File: config.mk
export PLATFORM = sky130hd
export DESIGN_NAME = netdma_channel_arbiter_flat
export DESIGN_NICKNAME = d
export VERILOG_FILES = /design/src/rtl/netdma_channel_arbiter_if.sv /design/src/rtl/netdma_channel_arbiter.sv /design/src/flat_wrapper.sv
export SDC_FILE = /design/constraint.sdc
export NUM_CORES = 1
export LEC_CHECK = 0
export CORE_MARGIN = 2
export CORE_UTILIZATION = 40
export CTS_CLUSTER_DIAMETER = 30
export DETAILED_ROUTE_END_ITERATION = 10
export PLACE_DENSITY = 0.77
export SLEW_MARGIN = 30
export SYNTH_ARGS = -nofsm -noshare
export SYNTH_HDL_FRONTEND = slang
export SYNTH_SLANG_ARGS = --single-unit
File: constraint.sdc
create_clock -name clk_i -period 2.5 [get_ports clk_i]
set_clock_uncertainty 0.05 [all_clocks]
set_input_delay 0.625 -clock clk_i [delete_from_list [all_inputs] [get_ports clk_i]]
set_output_delay 0.625 -clock clk_i [all_outputs]
set_load 0.01 [all_outputs]
File: src/rtl/netdma_channel_arbiter_if.sv
// Channel-side and engine-side signals of the netdma channel arbiter.
// The master modport is the arbiter; the slave modport is its environment.
interface netdma_channel_arbiter_if #(
  parameter int CH_NUM = 4
);
  localparam int CH_W = (CH_NUM > 1) ? $clog2(CH_NUM) : 1;

  logic [CH_NUM-1:0] ch_empty_i;
  logic [CH_NUM-1:0] ch_enable_i;
  logic [CH_NUM-1:0] ch_rdreq_o;
  logic              engine_fifo_empty_o;
  logic              engine_go_o;
  logic              engine_rdreq_i;
  logic [CH_W-1:0]   grant_o;
  logic              grant_valid_o;
  logic              protocol_err_o;

  modport master (
    input  ch_empty_i,
    input  ch_enable_i,
    input  engine_rdreq_i,
    output ch_rdreq_o,
    output engine_fifo_empty_o,
    output engine_go_o,
    output grant_o,
    output grant_valid_o,
    output protocol_err_o
  );

  modport slave (
    output ch_empty_i,
    output ch_enable_i,
    output engine_rdreq_i,
    input  ch_rdreq_o,
    input  engine_fifo_empty_o,
    input  engine_go_o,
    input  grant_o,
    input  grant_valid_o,
    input  protocol_err_o
  );
endinterface

File: src/rtl/netdma_channel_arbiter.sv
// Round-robin arbiter sharing one netdma dispatcher engine between CH_NUM
// descriptor queues, with a per-grant burst budget and a REARB bubble per descriptor.
module netdma_channel_arbiter #(
  parameter int CH_NUM    = 4,
  parameter int MAX_BURST = 4
) (
  input  logic                     clk_i,
  input  logic                     rst_n_i,
  netdma_channel_arbiter_if.master bus
);
  localparam int CH_W = (CH_NUM > 1) ? $clog2(CH_NUM) : 1;
  localparam int BC_W = $clog2(MAX_BURST + 1);
  localparam logic [BC_W-1:0] BURST_MAX = BC_W'(MAX_BURST);
  localparam logic [CH_W-1:0] LAST_INIT = CH_W'(CH_NUM - 1);

  typedef enum logic [1:0] {
    S_IDLE,
    S_BUSY,
    S_REARB
  } state_e;

  state_e            state_q, state_d;
  logic [CH_W-1:0]   grant_q, grant_d;
  logic [CH_W-1:0]   last_q, last_d;
  logic [BC_W-1:0]   burst_cnt_q, burst_cnt_d;
  logic              perr_q, perr_d;

  logic [CH_NUM-1:0] eligible;
  logic              any_eligible;
  logic [CH_W-1:0]   rr_base;
  logic [CH_W-1:0]   rr_next;
  logic [CH_NUM-1:0] ch_rdreq;
  logic              engine_go;
  logic              engine_fifo_empty;
  logic              grant_valid;

  // First eligible channel after 'last', wrapping; 'last' itself is the final candidate.
  function automatic logic [CH_W-1:0] rr_pick(input logic [CH_W-1:0]   last,
                                              input logic [CH_NUM-1:0] elig);
    logic [CH_W-1:0] pick;
    logic [CH_W-1:0] cand;
    logic            found;
    pick  = last;
    found = 1'b0;
    for (int off = 1; off <= CH_NUM; off++) begin
      cand = CH_W'((int'(last) + off) % CH_NUM);
      if (!found && elig[cand]) begin
        pick  = cand;
        found = 1'b1;
      end
    end
    return pick;
  endfunction

  assign eligible     = bus.ch_enable_i & ~bus.ch_empty_i;
  assign any_eligible = |eligible;
  // In REARB the just-served grant becomes the new search origin.
  assign rr_base      = (state_q == S_REARB) ? grant_q : last_q;
  assign rr_next      = rr_pick(rr_base, eligible);

  always_comb begin
    state_d           = state_q;
    grant_d           = grant_q;
    last_d            = last_q;
    burst_cnt_d       = burst_cnt_q;
    perr_d            = perr_q;
    ch_rdreq          = '0;
    engine_go         = 1'b0;
    engine_fifo_empty = 1'b1;
    grant_valid       = 1'b0;

    case (state_q)
      S_IDLE: begin
        if (bus.engine_rdreq_i) begin
          perr_d = 1'b1;
        end
        if (any_eligible) begin
          grant_d     = rr_next;
          burst_cnt_d = '0;
          state_d     = S_BUSY;
        end
      end

      S_BUSY: begin
        grant_valid       = 1'b1;
        engine_go         = 1'b1;
        engine_fifo_empty = bus.ch_empty_i[grant_q];
        if (bus.engine_rdreq_i) begin
          ch_rdreq[grant_q] = 1'b1;
          if (burst_cnt_q != BURST_MAX) begin
            burst_cnt_d = burst_cnt_q + BC_W'(1);
          end
          state_d = S_REARB;
        end
      end

      S_REARB: begin
        if (bus.engine_rdreq_i) begin
          perr_d = 1'b1;
        end
        if ((burst_cnt_q < BURST_MAX) && eligible[grant_q]) begin
          state_d = S_BUSY;
        end else begin
          last_d      = grant_q;
          burst_cnt_d = '0;
          if (any_eligible) begin
            grant_d = rr_next;
            state_d = S_BUSY;
          end else begin
            state_d = S_IDLE;
          end
        end
      end

      default: begin
        state_d = S_IDLE;
      end
    endcase
  end

  always_ff @(posedge clk_i) begin
    if (!rst_n_i) begin
      state_q     <= S_IDLE;
      grant_q     <= '0;
      last_q      <= LAST_INIT;
      burst_cnt_q <= '0;
      perr_q      <= 1'b0;
    end else begin
      state_q     <= state_d;
      grant_q     <= grant_d;
      last_q      <= last_d;
      burst_cnt_q <= burst_cnt_d;
      perr_q      <= perr_d;
    end
  end

  assign bus.ch_rdreq_o          = ch_rdreq;
  assign bus.engine_go_o         = engine_go;
  assign bus.engine_fifo_empty_o = engine_fifo_empty;
  assign bus.grant_o             = grant_q;
  assign bus.grant_valid_o       = grant_valid;
  assign bus.protocol_err_o      = perr_q;

endmodule

File: src/flat_wrapper.sv
// flat-port wrapper written by rule: the top's interface ports become plain ports
module netdma_channel_arbiter_flat 
#(
  parameter int CH_NUM    = 4,
  parameter int MAX_BURST = 4
)
  (clk_i, rst_n_i, bus_ch_empty_i, bus_ch_enable_i, bus_engine_rdreq_i, bus_ch_rdreq_o, bus_engine_fifo_empty_o, bus_engine_go_o, bus_grant_o, bus_grant_valid_o, bus_protocol_err_o);
  netdma_channel_arbiter_if #(.CH_NUM(CH_NUM)) bus_i ();
  input  logic clk_i;
  input  logic rst_n_i;
  input wire logic [$bits(bus_i.ch_empty_i)-1:0] bus_ch_empty_i;
  input wire logic [$bits(bus_i.ch_enable_i)-1:0] bus_ch_enable_i;
  input wire logic [$bits(bus_i.engine_rdreq_i)-1:0] bus_engine_rdreq_i;
  output wire logic [$bits(bus_i.ch_rdreq_o)-1:0] bus_ch_rdreq_o;
  output wire logic [$bits(bus_i.engine_fifo_empty_o)-1:0] bus_engine_fifo_empty_o;
  output wire logic [$bits(bus_i.engine_go_o)-1:0] bus_engine_go_o;
  output wire logic [$bits(bus_i.grant_o)-1:0] bus_grant_o;
  output wire logic [$bits(bus_i.grant_valid_o)-1:0] bus_grant_valid_o;
  output wire logic [$bits(bus_i.protocol_err_o)-1:0] bus_protocol_err_o;
  assign bus_i.ch_empty_i = bus_ch_empty_i;
  assign bus_i.ch_enable_i = bus_ch_enable_i;
  assign bus_i.engine_rdreq_i = bus_engine_rdreq_i;
  assign bus_ch_rdreq_o = bus_i.ch_rdreq_o;
  assign bus_engine_fifo_empty_o = bus_i.engine_fifo_empty_o;
  assign bus_engine_go_o = bus_i.engine_go_o;
  assign bus_grant_o = bus_i.grant_o;
  assign bus_grant_valid_o = bus_i.grant_valid_o;
  assign bus_protocol_err_o = bus_i.protocol_err_o;
  netdma_channel_arbiter #(.CH_NUM(CH_NUM), .MAX_BURST(MAX_BURST)) u_core (.clk_i(clk_i), .rst_n_i(rst_n_i), .bus(bus_i));
endmodule
=== Word-level counts from Yosys, hierarchy flattened ===
Index checks and enable logic that the tools add are counted.
Widths: inputs -> output; s select.

* Add/subtract/negate cells: 5
* Muxes and demuxes: 39
* Order comparisons: 7
* Eq/ne operators: 7
* Reductions and logical operators: 18
* Bitwise logic cells: 3

{| class="wikitable"
|+ Operators by type and width
! kind !! count
|-
| $mux 2 || 10
|-
| $lt 2x3->1 const B || 5
|-
| $mux 1 || 13
|-
| $bmux 1 s2 || 6
|-
| $mux 3 || 4
|-
| $pmux 3 s3 || 1
|-
| $mux 4 || 2
|-
| $reduce_and 2->1 || 4
|-
| $pmux 2 s3 || 1
|-
| $logic_and 1x1->1 || 5
|-
| $reduce_and 5->1 || 1
|-
| $add 2x1->2 const B || 2
|-
| $add 2x2->2 const B || 2
|-
| $and 4x4->4 || 1
|-
| $ne 2x1->1 const B || 2
|-
| $ne 2x2->1 const B || 2
|-
| $not 4->4 || 1
|-
| $pmux 2 s2 || 1
|-
| $reduce_or 4->1 || 1
|-
| $add 3x1->3 const B || 1
|-
| $logic_not 1->1 || 3
|-
| $lt 3x3->1 const B || 1
|-
| $ne 3x3->1 const B || 1
|-
| $reduce_bool 3->1 || 1
|-
| other kinds (8) || 8
|}

* Input bits: 11
* Output and inout bits: 10
* Bits in registers: 10

=== Logic depth before layout (Yosys ltp) ===
Gate-level depths: netlist (run 1).

* Depth in word-level cells: 18
* Depth in mapped cells: 6
* Mapped depth without buffers: 6

=== Least setup slack after synthesis (run 1) ===
OpenSTA, ideal clock, no wires.

* Path kind: register to output
* Start point: register u_core.grant_q[1], in the netlist u_core.bus.grant_o[1]
* End point: output port bus_engine_fifo_empty_o
* Path slack: 0.539 ns
* Required time: 1.825 ns
* Path buffers: 1
* Cell stages (with the launch flop): 4
* Arrival: 1.286 ns
* Cell sequence: dfxtp_1 -> buf_2 -> mux4_2 -> nand2b_1

* Longest elaborated chain between the ends: 3

{| class="wikitable"
|+ Ends and longest elaborated chain
! item !! line !! RTL
|-
| from (decl) || netdma_channel_arbiter.sv:23 || <nowiki>logic [CH_W-1:0] grant_q, grant_d;</nowiki>
|-
| from (signal assigned) || netdma_channel_arbiter.sv:130 || <nowiki>grant_q <= grant_d;</nowiki>
|-
| $bmux 1 s2 || netdma_channel_arbiter.sv:87 || <nowiki>engine_fifo_empty = bus.ch_empty_i[grant_q];</nowiki>
|-
| $mux 1 (implied by the code) || netdma_channel_arbiter.sv:87 ||
|-
| $mux 1 || netdma_channel_arbiter.sv:72 || <nowiki>case (state_q)</nowiki>
|-
| to (decl) || flat_wrapper.sv:15 || <nowiki>output wire logic [$bits(bus_i.engine_fifo_empty_o)-1:0] bus_engine_fifo_empty_o;</nowiki>
|}

Every way passes these cells. The select of a mux whose other input is x is not followed.

=== Final worst setup path (run 1) ===
* Start point: input port bus_ch_empty_i[0]
* End point: output port bus_engine_fifo_empty_o

* Longest elaborated chain between the ends: 3

{| class="wikitable"
|+ Ends and longest elaborated chain
! item !! line !! RTL
|-
| from (decl) || flat_wrapper.sv:11 || <nowiki>input wire logic [$bits(bus_i.ch_empty_i)-1:0] bus_ch_empty_i;</nowiki>
|-
| $bmux 1 s2 || netdma_channel_arbiter.sv:87 ||
|-
| $mux 1 (implied by the code) || netdma_channel_arbiter.sv:87 ||
|-
| $mux 1 || netdma_channel_arbiter.sv:72 ||
|}

Every way passes these cells. The select of a mux whose other input is x is not followed.

==> qor.txt, run 1 <==
Worst IR Drop VDD: 0.000381 V
WL per Instance: 14.3 um
Post-Syn Nets: 105
Fin Setup TNS: 0 ns
top cells by count, synth: dfxtp_1, nand2b_1, nor2b_1
Die Span X: 48.1 um
CTS Buf Count: 3
Worst path max stage delay: 0.47 ns
HPWL Detailed: 1560 um
pwr/cell area: 475 mW/mm2
final period utilization: 0.983
XOR/XNOR share of the synthesized area: 0.0113
sequential area share after synthesis: 0.257
DR vias/cell: 5.61
Initial Utilization: 0.436
cell count after synthesis: 92
worst-margin pin slew: 0.409 ns
status: finished, final reports clean
relative slew slack: 0.724
n_diodes: 0
Site Rows: 15
CTS root buf: clkbuf_4
FF+latch count, synth: 10
crit path time final: 2.46 ns
crit path kind: in -> out
Max Slew Vio Count: 0
Worst Path Buf+Inv: 2
largest net degree at the start of global routing: 15
I/O pin count: 21
TritonCTS clock tree: built
clock latency on the worst-skew pair: 0.28 ns
GP Congestion: 0.926
Setup-failing EPs final: 0
initial antenna violation count: 0
antenna-violating nets left: 0
die area: 0.00231 mm2
vias in the first global route: 782
Yosys warning count: 0
Max-Cap Viols: 0
H-tree depth: 1
synth unique cells: 43
synthesized area per cell: 8.46 um2
number of synthesized flops with an enable pin: 0
Overall Global Routing Usage: 0.218
DRC: 0
compound-gate portion of the synthesized area: 0.246
share of layout cells above drive strength 1: 0.207
largest family of logic cells by synthesized area: simple AND/OR/NAND/NOR gates
DR vias: 819
Detailed Route WL: 2100 um
Setup WS post-layout: 0.0417 ns
RSZ-0062 raised after global routing: false
Hold Path Class: reg -> reg
chip height: 48.1 um
Final Hold Vio Count: 0
Synth async-reset ratio: 0
Longest Clk Path Bufs: 2
detailed router's first-iteration violation count: 17
Synth Flop Type: dfxtp_1
delay-heaviest family, CP: buffers and inverters
mux contribution to synthesized area: 0.0852
first-pass GRT wire length: 3420 um
hold slack: 0.448 ns
Final nets: 135
WP data required: 1.82 ns
clock net sink count: 10
layout filler cell count: 161
DR pass1 iterations: 4
largest area contributor in the netlist: dfxtp_1
Core Area: 0.00178 mm2
top cell type's share of synthesized area: 0.257
Clock Pin Slew Worst Setup and Hold Paths: 0.07 ns
Leakage: 0.457 nW
crit-path cells: clkdlybuf4s50_1, mux4_2, nand2b_1, buf_2
setup bufs post-CTS: 0
Netlist Area Pre-Place: 778 um2
CP max stage cell: mux4_2
pre-CTS setup slack: -0.361 ns
largest cells by area after synthesis: dfxtp_1, nand2b_1, nor2b_1
adder-cell share of the synthesized area: 0.0322
P&R area growth vs syn: 39.5%
Simple-Gate Fraction of Synth Area: 0.322
startpoint types: input port
total grt overflow: 0
PortBufs: 20
Crit Path Max Fanout: 2
most common cell in the netlist: dfxtp_1
FMAX: 0.407 GHz
Worst setup EP type: output pin
Worst Path Arrival: 1.78 ns
-- layout make-up --
type / instances / area [um2] / share of cell area
clock buffer: 4 / 36.3 / 0.0334
timing repair buffer: 29 / 262 / 0.241
multi-input combinational: 74 / 542 / 0.499
inverter: 4 / 15.0 / 0.0138
sequential: 10 / 200 / 0.184
tap: 25 / 31.3 / 0.0288
-- worst register-to-register path: stages (launching register included) --
cell and delay (ns):
dfxtp_1 0.36, buf_4 0.20, nor2b_1 0.23, a221oi_2 0.11, a31oi_1 0.33, o2111ai_1 0.16
o22ai_1 0.21
-- path summary, 6_finish.rpt --
kind	cells past startpoint	slack (ns)	start	endpoint
hold reg to reg	2	0.45	u_core.burst_cnt_q[1]	u_core.burst_cnt_q[1]
setup reg to reg	6	0.77	u_core.bus.grant_o[0]	u_core.bus.grant_o[1]
hold / removal	2	0.45	u_core.burst_cnt_q[1]	u_core.burst_cnt_q[1]
setup / recovery	4	0.04	bus_ch_empty_i[0]	bus_engine_fifo_empty_o
-- through the flow --
| step | instances | power, mW | area, um2 | util |
|---|---|---|---|---|
| after floorplan | 92 | 0.289 | 778 | - |
| after global placement | 142 | 0.360 | 1060 | 0.592 |
| after detailed placement | 142 | 0.364 | 1060 | 0.592 |
| after CTS | 146 | 0.518 | 1080 | 0.606 |
| after global routing | 146 | 0.541 | 1090 | 0.609 |
| final | 146 | 0.516 | 1090 | 0.609 |
-- report_power, final --
group	total [mW]	switching (mW)	internal, mW
logic	0.178	0.0875	0.0909
clock network	0.158	0.0698	0.0887
registers	0.180	0.00953	0.170
total	0.516	0.167	0.350
-- cells by family (layout without fill, tap and decap cells) --
group           count (synthesis)  in the layout
simple gates                   41             41
compound gates                 25             25
flops                          10             10
buf+inv                         8             37
mux                             5              5
fa+ha+maj                       2              2
xor+xnor                        1              1
-- state kept, by name, summed over array words and instances, names as in the netlist --
name / cells
u_core.state_q: 2
u_core.bus.grant_o: 2
u_core.bus.protocol_err_o: 1
u_core.last_q: 2
u_core.burst_cnt_q: 3
-- cell usage in the layout (no fill, tap or decap), types with 2 or more instances in the layout --
master	instances
a31oi_1	2
nand3_1	4
nand2b_1	7
nor2b_1	7
clkbuf_4	3
nand2_1	5
nor3b_1	2
nor3_1	3
inv_1	3
buf_4	9
dfxtp_1	10
dlygate4sd2_1	5
clkdlybuf4s50_1	12
mux2i_1	3
o21ai_0	4
a221oi_2	2
ha_1	2
nor2_1	2
dlymetal6s2s_1	2
and3_1	3
a21oi_1	4
o22ai_1	2
-- what timing repair did --
item                       in CTS  in global routing
hold buffers                    0                  0
setup endpoints to repair       5                  1
gates resized for setup         9                  2
gates cloned                    0                  0
-- layer usage --
layer  vias to the layer above  part of all wire  GRT usage
li1                        404                 -          -
met1                       383              0.44      0.259
met2                        30              0.50      0.365
met3                         2             0.053     0.0741
met4                         0            0.0091     0.0757
met5                         -                 0          0
Note: power is estimated with default switching activity, not from simulation.
==> run 2: changes to the inputs <==
--- a/config.mk
+++ b/config.mk
@@ -10,6 +10,7 @@
 export CTS_CLUSTER_DIAMETER = 30
 export DETAILED_ROUTE_END_ITERATION = 10
 export PLACE_DENSITY = 0.77
+export REMOVE_ABC_BUFFERS = 1
 export SLEW_MARGIN = 30
 export SYNTH_ARGS = -nofsm -noshare
 export SYNTH_HDL_FRONTEND = slang
==> constraint.sdc (replaced) <==
create_clock -name clk_i -period 2.6 [get_ports clk_i]
set_clock_uncertainty 0.05 [all_clocks]
set_input_delay 0.65 -clock clk_i [delete_from_list [all_inputs] [get_ports clk_i]]
set_output_delay 0.65 -clock clk_i [all_outputs]
set_load 0.01 [all_outputs]
==> run 2 against run 1 <==
Compared with the run above:
- first-iteration DRC count stayed put
- clock power decreased by 10%
- non-clock buffer count stayed put
- register-to-register slack worse by 0.06 ns
- core utilization is 0.21 points lower
- cell area shrank 0.35%
- global-route usage is 2.1 points lower
- clock-buffer cell count did not move
- sequential cell count unchanged
- die area did not move
- sequential share of layout area grew 0.064 points
- critical endpoint unchanged
- largest power group unchanged
==> qor.txt, run 2 (same netlist as run 1, synthesis figures left out) <==
status: finished, final reports clean (unchanged)
RR Startpoint: u_core.bus.grant_o[0] (unchanged)
antenna-violating nets left: 0 (unchanged)
worst-margin pin slew: 0.527 ns (was 0.409 ns)
max reg flops: 3 (unchanged)
commonest non-fill, non-tap cell in the layout: clkdlybuf4s50_1 (unchanged)
I/O pin count: 21 (unchanged)
H-tree depth: 1 (unchanged)
vias in the first global route: 726 (was 782)
P&R area growth vs syn: 39.1% (was 39.5%)
relative slew slack: 0.644 (was 0.724)
Clock Pin Slew Worst Setup and Hold Paths: 0.07 ns (about the same)
die area: 0.00231 mm2 (unchanged)
met1 Track Usage GR: 0.249 (was 0.259)
WP data required: 1.90 ns (was 1.82 ns)
r2r setup slk: 0.71 ns (was 0.77 ns)
Die Span X: 48.1 um (unchanged)
hold slack: 0.440 ns (was 0.448 ns)
CTS Buf Count: 3 (unchanged)
Worst IR Drop VDD: 0.000316 V (was 0.000381 V)
startpoint types: input port (unchanged)
crit path kind: in -> out (unchanged)
chip height: 48.1 um (unchanged)
DR pass1 iterations: 4 (unchanged)
GP Congestion: 0.852 (was 0.926)
Leakage: 0.437 nW (was 0.457 nW)
post-CTS sizing: 8 (was 9)
Final nets: 135 (unchanged)
Crit Path Max Fanout: 2 (unchanged)
clock latency on the worst-skew pair: 0.26 ns (was 0.28 ns)
first-pass GRT wire length: 3200 um (was 3420 um)
TritonCTS clock tree: built (unchanged)
Final Hold Vio Count: 0 (unchanged)
Max Slew Vio Count: 0 (unchanged)
PortBufs: 20 (unchanged)
most frequent cells in the layout: clkdlybuf4s50_1, dfxtp_1, buf_4 (unchanged)
Reg2Reg Capture Point: u_core.bus.grant_o[1] (unchanged)
Worst R2R Path Depth: 6 (unchanged)
Overall Global Routing Usage: 0.197 (was 0.218)
hold path start: u_core.burst_cnt_q[1] (unchanged)
FMAX: 0.396 GHz
Hold Path Class: reg -> reg (unchanged)
total grt overflow: 0 (unchanged)
met3 Track Usage GR: 0.0667 (was 0.0741)
Longest Clk Path Bufs: 2 (unchanged)
Critical Path Start: bus_ch_empty_i[1] (was bus_ch_empty_i[0])
grt peak-use layer: met2 (unchanged)
n_diodes: 0 (unchanged)
Max-Cap Viols: 0 (unchanged)
cts hold-fix bufs: 0 (unchanged)
Setup-failing EPs final: 0 (unchanged)
HPWL Detailed: 1530 um (was 1560 um)
DR vias: 786 (was 819)
Site Rows: 15 (unchanged)
Initial Utilization: 0.436 (unchanged)
Worst setup EP type: output pin (unchanged)
clock net sink count: 10 (unchanged)
WL per Instance: 13.6 um (was 14.3 um)
DR vias/cell: 5.38 (was 5.61)
DRC: 0 (unchanged)
share of layout cells above drive strength 1: 0.207 (unchanged)
pwr/cell area: 450 mW/mm2 (was 475 mW/mm2)
Worst Path Arrival: 1.83 ns (was 1.78 ns)
largest net degree at the start of global routing: 14 (was 15)
crit path time final: 2.53 ns
pre-CTS setup slack: -0.246 ns (was -0.361 ns)
RSZ-0062 raised after global routing: false (unchanged)
Detailed Route WL: 1980 um (was 2100 um)
Core Area: 0.00178 mm2 (unchanged)
Largest Register: u_core.burst_cnt_q (unchanged)
CTS root buf: clkbuf_4 (unchanged)
final period utilization: 0.972
worst hold stages: 2 (unchanged)
initial antenna violation count: 0 (unchanged)
Critical Path End: bus_engine_fifo_empty_o (unchanged)
detailed router's first-iteration violation count: 17 (unchanged)
setup bufs post-CTS: 0 (unchanged)
met2 global-route usage: 0.331 (was 0.365)
Setup WS post-layout: 0.0720 ns (was 0.0417 ns)
## run 2: cell count changes in the layout (fill, tap and decap cells not counted)
cell,previous run,this run
clkdlybuf4s50_1,12,15
dlymetal6s2s_1,2,0
dlygate4sd2_1,5,4
## run 2: how the worst min path moves through the flow
stage	endpoint
2_1_floorplan	u_core.burst_cnt_q[1]
3_3_place_gp	u_core.burst_cnt_q[1]
3_5_place_dp	u_core.burst_cnt_q[1]
4_1_cts	u_core.burst_cnt_q[1]
5_1_grt	u_core.burst_cnt_q[1]
6_report	u_core.burst_cnt_q[1]
## run 2: critical path, stage by stage
cell and delay, ns:
clkdlybuf4s50_1 0.43, mux4_2 0.47, nand2b_1 0.15, buf_2 0.13
## run 2: routing by layer
metal  routed length (um)  up-vias
met3                   75        2
met5                    0        -
li1                     -      402
met4                    7        0
met2                  923       20
met1                  974      362
## run 2: layout make-up
| cell class | instances | area, um2 |
|---|---|---|
| multi-input combinational | 74 | 542 |
| inverter | 4 | 15.0 |
| clock buffer | 4 | 36.3 |
| fill | 163 | 701 |
| tap | 25 | 31.3 |
| sequential | 10 | 200 |
| timing repair buffer | 29 | 258 |
## run 2: metrics by stage
stage | util | TNS (ns) | instances | power, mW | area (um2)
floorplan | - | 0 | 88 | 0.271 | 757
global placement | 0.592 | -0.578 | 142 | 0.346 | 1060
detailed placement | 0.592 | -0.595 | 142 | 0.349 | 1060
CTS | 0.607 | 0 | 146 | 0.488 | 1080
global route | 0.607 | 0 | 146 | 0.514 | 1080
finish | 0.607 | 0 | 146 | 0.487 | 1080
## run 2: report_power, final
part / internal [mW] / total [mW] / switching [mW]
Combinational: 0.0883 / 0.169 / 0.0811
Sequential: 0.164 / 0.176 / 0.0120
Clock: 0.0850 / 0.142 / 0.0568
==> run 3: changes to the inputs <==
--- a/config.mk
+++ b/config.mk
@@ -9,7 +9,8 @@
 export CORE_UTILIZATION = 40
 export CTS_CLUSTER_DIAMETER = 30
 export DETAILED_ROUTE_END_ITERATION = 10
-export PLACE_DENSITY = 0.77
+export DONT_BUFFER_PORTS = 1
+export PLACE_DENSITY = 0.63
 export REMOVE_ABC_BUFFERS = 1
 export SLEW_MARGIN = 30
 export SYNTH_ARGS = -nofsm -noshare
==> run 3 against run 2 <==
Compared with the run above:
- maximum frequency is 12% higher
- sequential share of layout area is 6.0 points higher
- combinational power decreased by 36%
- sequential power grew 3%
- cell count down 20%
- core utilization decreased by 15 points
- total power decreased by 18%
- die area did not move
- register-to-register slack hardly changed
- critical path type is now reg -> out
- largest cell class unchanged
==> qor.txt, run 3 (same netlist as run 1, synthesis figures left out) <==
Post-Layout Cell Count: 117 (was 146)
RSZ-0062 raised after global routing: false (unchanged)
placed insts: 114 (was 142)
CP max stage cell: nor3b_1 (was mux4_2)
Clock Pin Slew Worst Setup and Hold Paths: 0.07 ns (about the same)
first-pass GRT wire length: 3000 um (was 3200 um)
share of layout cells above drive strength 1: 0.163 (was 0.207)
crit-path cells: nand2b_2, inv_2, nand2_1, nor3b_1 (was clkdlybuf4s50_1, mux4_2, nand2b_1, buf_2)
combinational fraction of design power: 0.275 (was 0.348)
Detailed Route WL: 1710 um (was 1980 um)
internal power: 0.266 mW (was 0.337 mW)
met3 Track Usage GR: 0.0556 (was 0.0667)
PortBufs: 0 (was 20)
Max-Cap Viols: 0 (unchanged)
Crit Path Max Fanout: 8 (was 2)
vias in the first global route: 665 (was 726)
Worst path max stage delay: 0.40 ns (was 0.47 ns)
Setup-failing EPs final: 0 (unchanged)
worst-margin pin slew: 0.583 ns (was 0.527 ns)
crit path kind: reg -> out (was in -> out)
RR Startpoint: u_core.bus.grant_o[0] (unchanged)
commonest non-fill, non-tap cell in the layout: dfxtp_1 (was clkdlybuf4s50_1)
pre-CTS setup slack: 0.609 ns (was -0.246 ns)
FMAX: 0.444 GHz (was 0.396 GHz)
Max Slew Vio Count: 0 (unchanged)
Tot Pwr: 0.397 mW (was 0.487 mW)
Overall Global Routing Usage: 0.186 (was 0.197)
Worst R2R Path Depth: 5 (was 6)
clock net sink count: 10 (unchanged)
post-CTS sizing: 0 (was 8)
Largest Register: u_core.burst_cnt_q (unchanged)
total grt overflow: 0 (unchanged)
Leakage: 0.299 nW (was 0.437 nW)
met2 global-route usage: 0.280 (was 0.331)
Final Core Density: 0.459 (was 0.607)
TritonCTS clock tree: built (unchanged)
initial antenna violation count: 0 (unchanged)
hold path start: rst_n_i (was u_core.burst_cnt_q[1])
WP data required: 1.90 ns (about the same)
area of placed instances: 796 um2 (was 0.00106 mm2)
met1 Track Usage GR: 0.245 (was 0.249)
Core Area: 0.00178 mm2 (unchanged)
DR pass1 iterations: 4 (unchanged)
Site Rows: 15 (unchanged)
pwr/cell area: 485 mW/mm2 (was 450 mW/mm2)
antenna-violating nets left: 0 (unchanged)
Sw Share: 0.328 (was 0.308)
Worst Path Arrival: 1.55 ns (was 1.83 ns)
CTS root buf: clkbuf_4 (unchanged)
cts hold-fix bufs: 0 (unchanged)
Worst setup EP type: output pin (unchanged)
relative slew slack: 0.611 (was 0.644)
post-layout instance area: 818 um2 (was 0.00108 mm2)
Longest Clk Path Bufs: 2 (unchanged)
I/O pin count: 21 (unchanged)
startpoint types: register (was input port)
setup bufs post-CTS: 0 (unchanged)
HPWL Detailed: 1310 um (was 1530 um)
Net Switching: 0.130 mW (was 0.150 mW)
clock latency on the worst-skew pair: 0.27 ns (was 0.26 ns)
WL per Instance: 14.6 um (was 13.6 um)
H-tree depth: 1 (unchanged)
crit path time final: 2.25 ns (was 2.53 ns)
DRC: 0 (unchanged)
status: finished, final reports clean (unchanged)
P&R area growth vs syn: 5.14% (was 39.1%)
Final nets: 107 (was 135)
worst hold stages: 1 (was 2)
DR vias: 676 (was 786)
Fin Setup TNS: 0 ns (unchanged)
DR vias/cell: 5.78 (was 5.38)
Final Hold Vio Count: 0 (unchanged)
largest net degree at the start of global routing: 16 (was 14)
Die Span X: 48.1 um (unchanged)
max reg flops: 3 (unchanged)
GP Congestion: 0.768 (was 0.852)
die area: 0.00231 mm2 (unchanged)
detailed router's first-iteration violation count: 21 (was 17)
grt peak-use layer: met2 (unchanged)
Reg2Reg Capture Point: u_core.bus.grant_o[1] (unchanged)
Setup WS post-layout: 0.347 ns (was 0.0720 ns)
hold path endpoint: u_core.last_q[0] (was u_core.burst_cnt_q[1])
hold slack: 0.399 ns (was 0.440 ns)
chip height: 48.1 um (unchanged)
final period utilization: 0.866 (was 0.972)
CTS Buf Count: 3 (unchanged)
r2r setup slk: 0.71 ns (about the same)
n_diodes: 0 (unchanged)
Hold Path Class: in -> reg (was reg -> reg)
register share of total power: 0.458 (was 0.361)
most frequent cells in the layout: dfxtp_1, nand2b_1, nor2b_1 (was clkdlybuf4s50_1, dfxtp_1, buf_4)
power share of the clock group: 0.267 (was 0.291)
Initial Utilization: 0.436 (unchanged)
Worst IR Drop VDD: 0.000294 V (was 0.000316 V)
run 3: cell types whose count changed in the layout (fill, tap and decap cells not counted), sizes merged:
cell,before,now
clkbuf,4,3
buf,10,1
dlygate4sd2,4,0
clkdlybuf4s50,15,0
run 3: power by group through the flow:
stage | clock network (mW) | logic [mW] | registers, mW
finish | 0.106 | 0.109 | 0.182
global route | 0.117 | 0.122 | 0.184
CTS | 0.110 | 0.109 | 0.181
detailed placement | 0 | 0.109 | 0.184
global placement | 0 | 0.109 | 0.185
floorplan | 0 | 0.0855 | 0.185
run 3: per-layer routing:
metal	share of wire	routed length, um	vias up
li1	-	-	343
met2	0.45	770	19
met5	0	0	-
met1	0.47	798	309
met3	0.060	102	5
met4	0.019	33	0
run 3: layout make-up:
cell class	count	area (um2)
multi-input combinational	74	542
clock buffer	3	22.5
tap	25	31.3
fill	175	965
sequential	10	200
timing repair buffer	1	7.51
inverter	4	15.0
run 3: how the worst max path moves through the flow:
stage                           from  slack [ns]  cells after the start                      end
4_1_cts            u_core.state_q[1]        0.33                      4        bus_ch_rdreq_o[2]
3_5_place_dp       bus_ch_empty_i[3]        0.61                      2  bus_engine_fifo_empty_o
5_1_grt            u_core.state_q[1]        0.24                      4        bus_ch_rdreq_o[1]
3_3_place_gp       bus_ch_empty_i[3]        0.62                      2  bus_engine_fifo_empty_o
6_report           u_core.state_q[1]        0.35                      4        bus_ch_rdreq_o[2]
2_1_floorplan  u_core.bus.grant_o[1]        0.63                      2  bus_engine_fifo_empty_o
run 3: worst max-delay path, delay by kind of cell, from the launching register on:
family	cells	cell delay (ns)
and+or+nand+nor	3	0.75
buffers and inverters	1	0.17
DFF	1	0.35
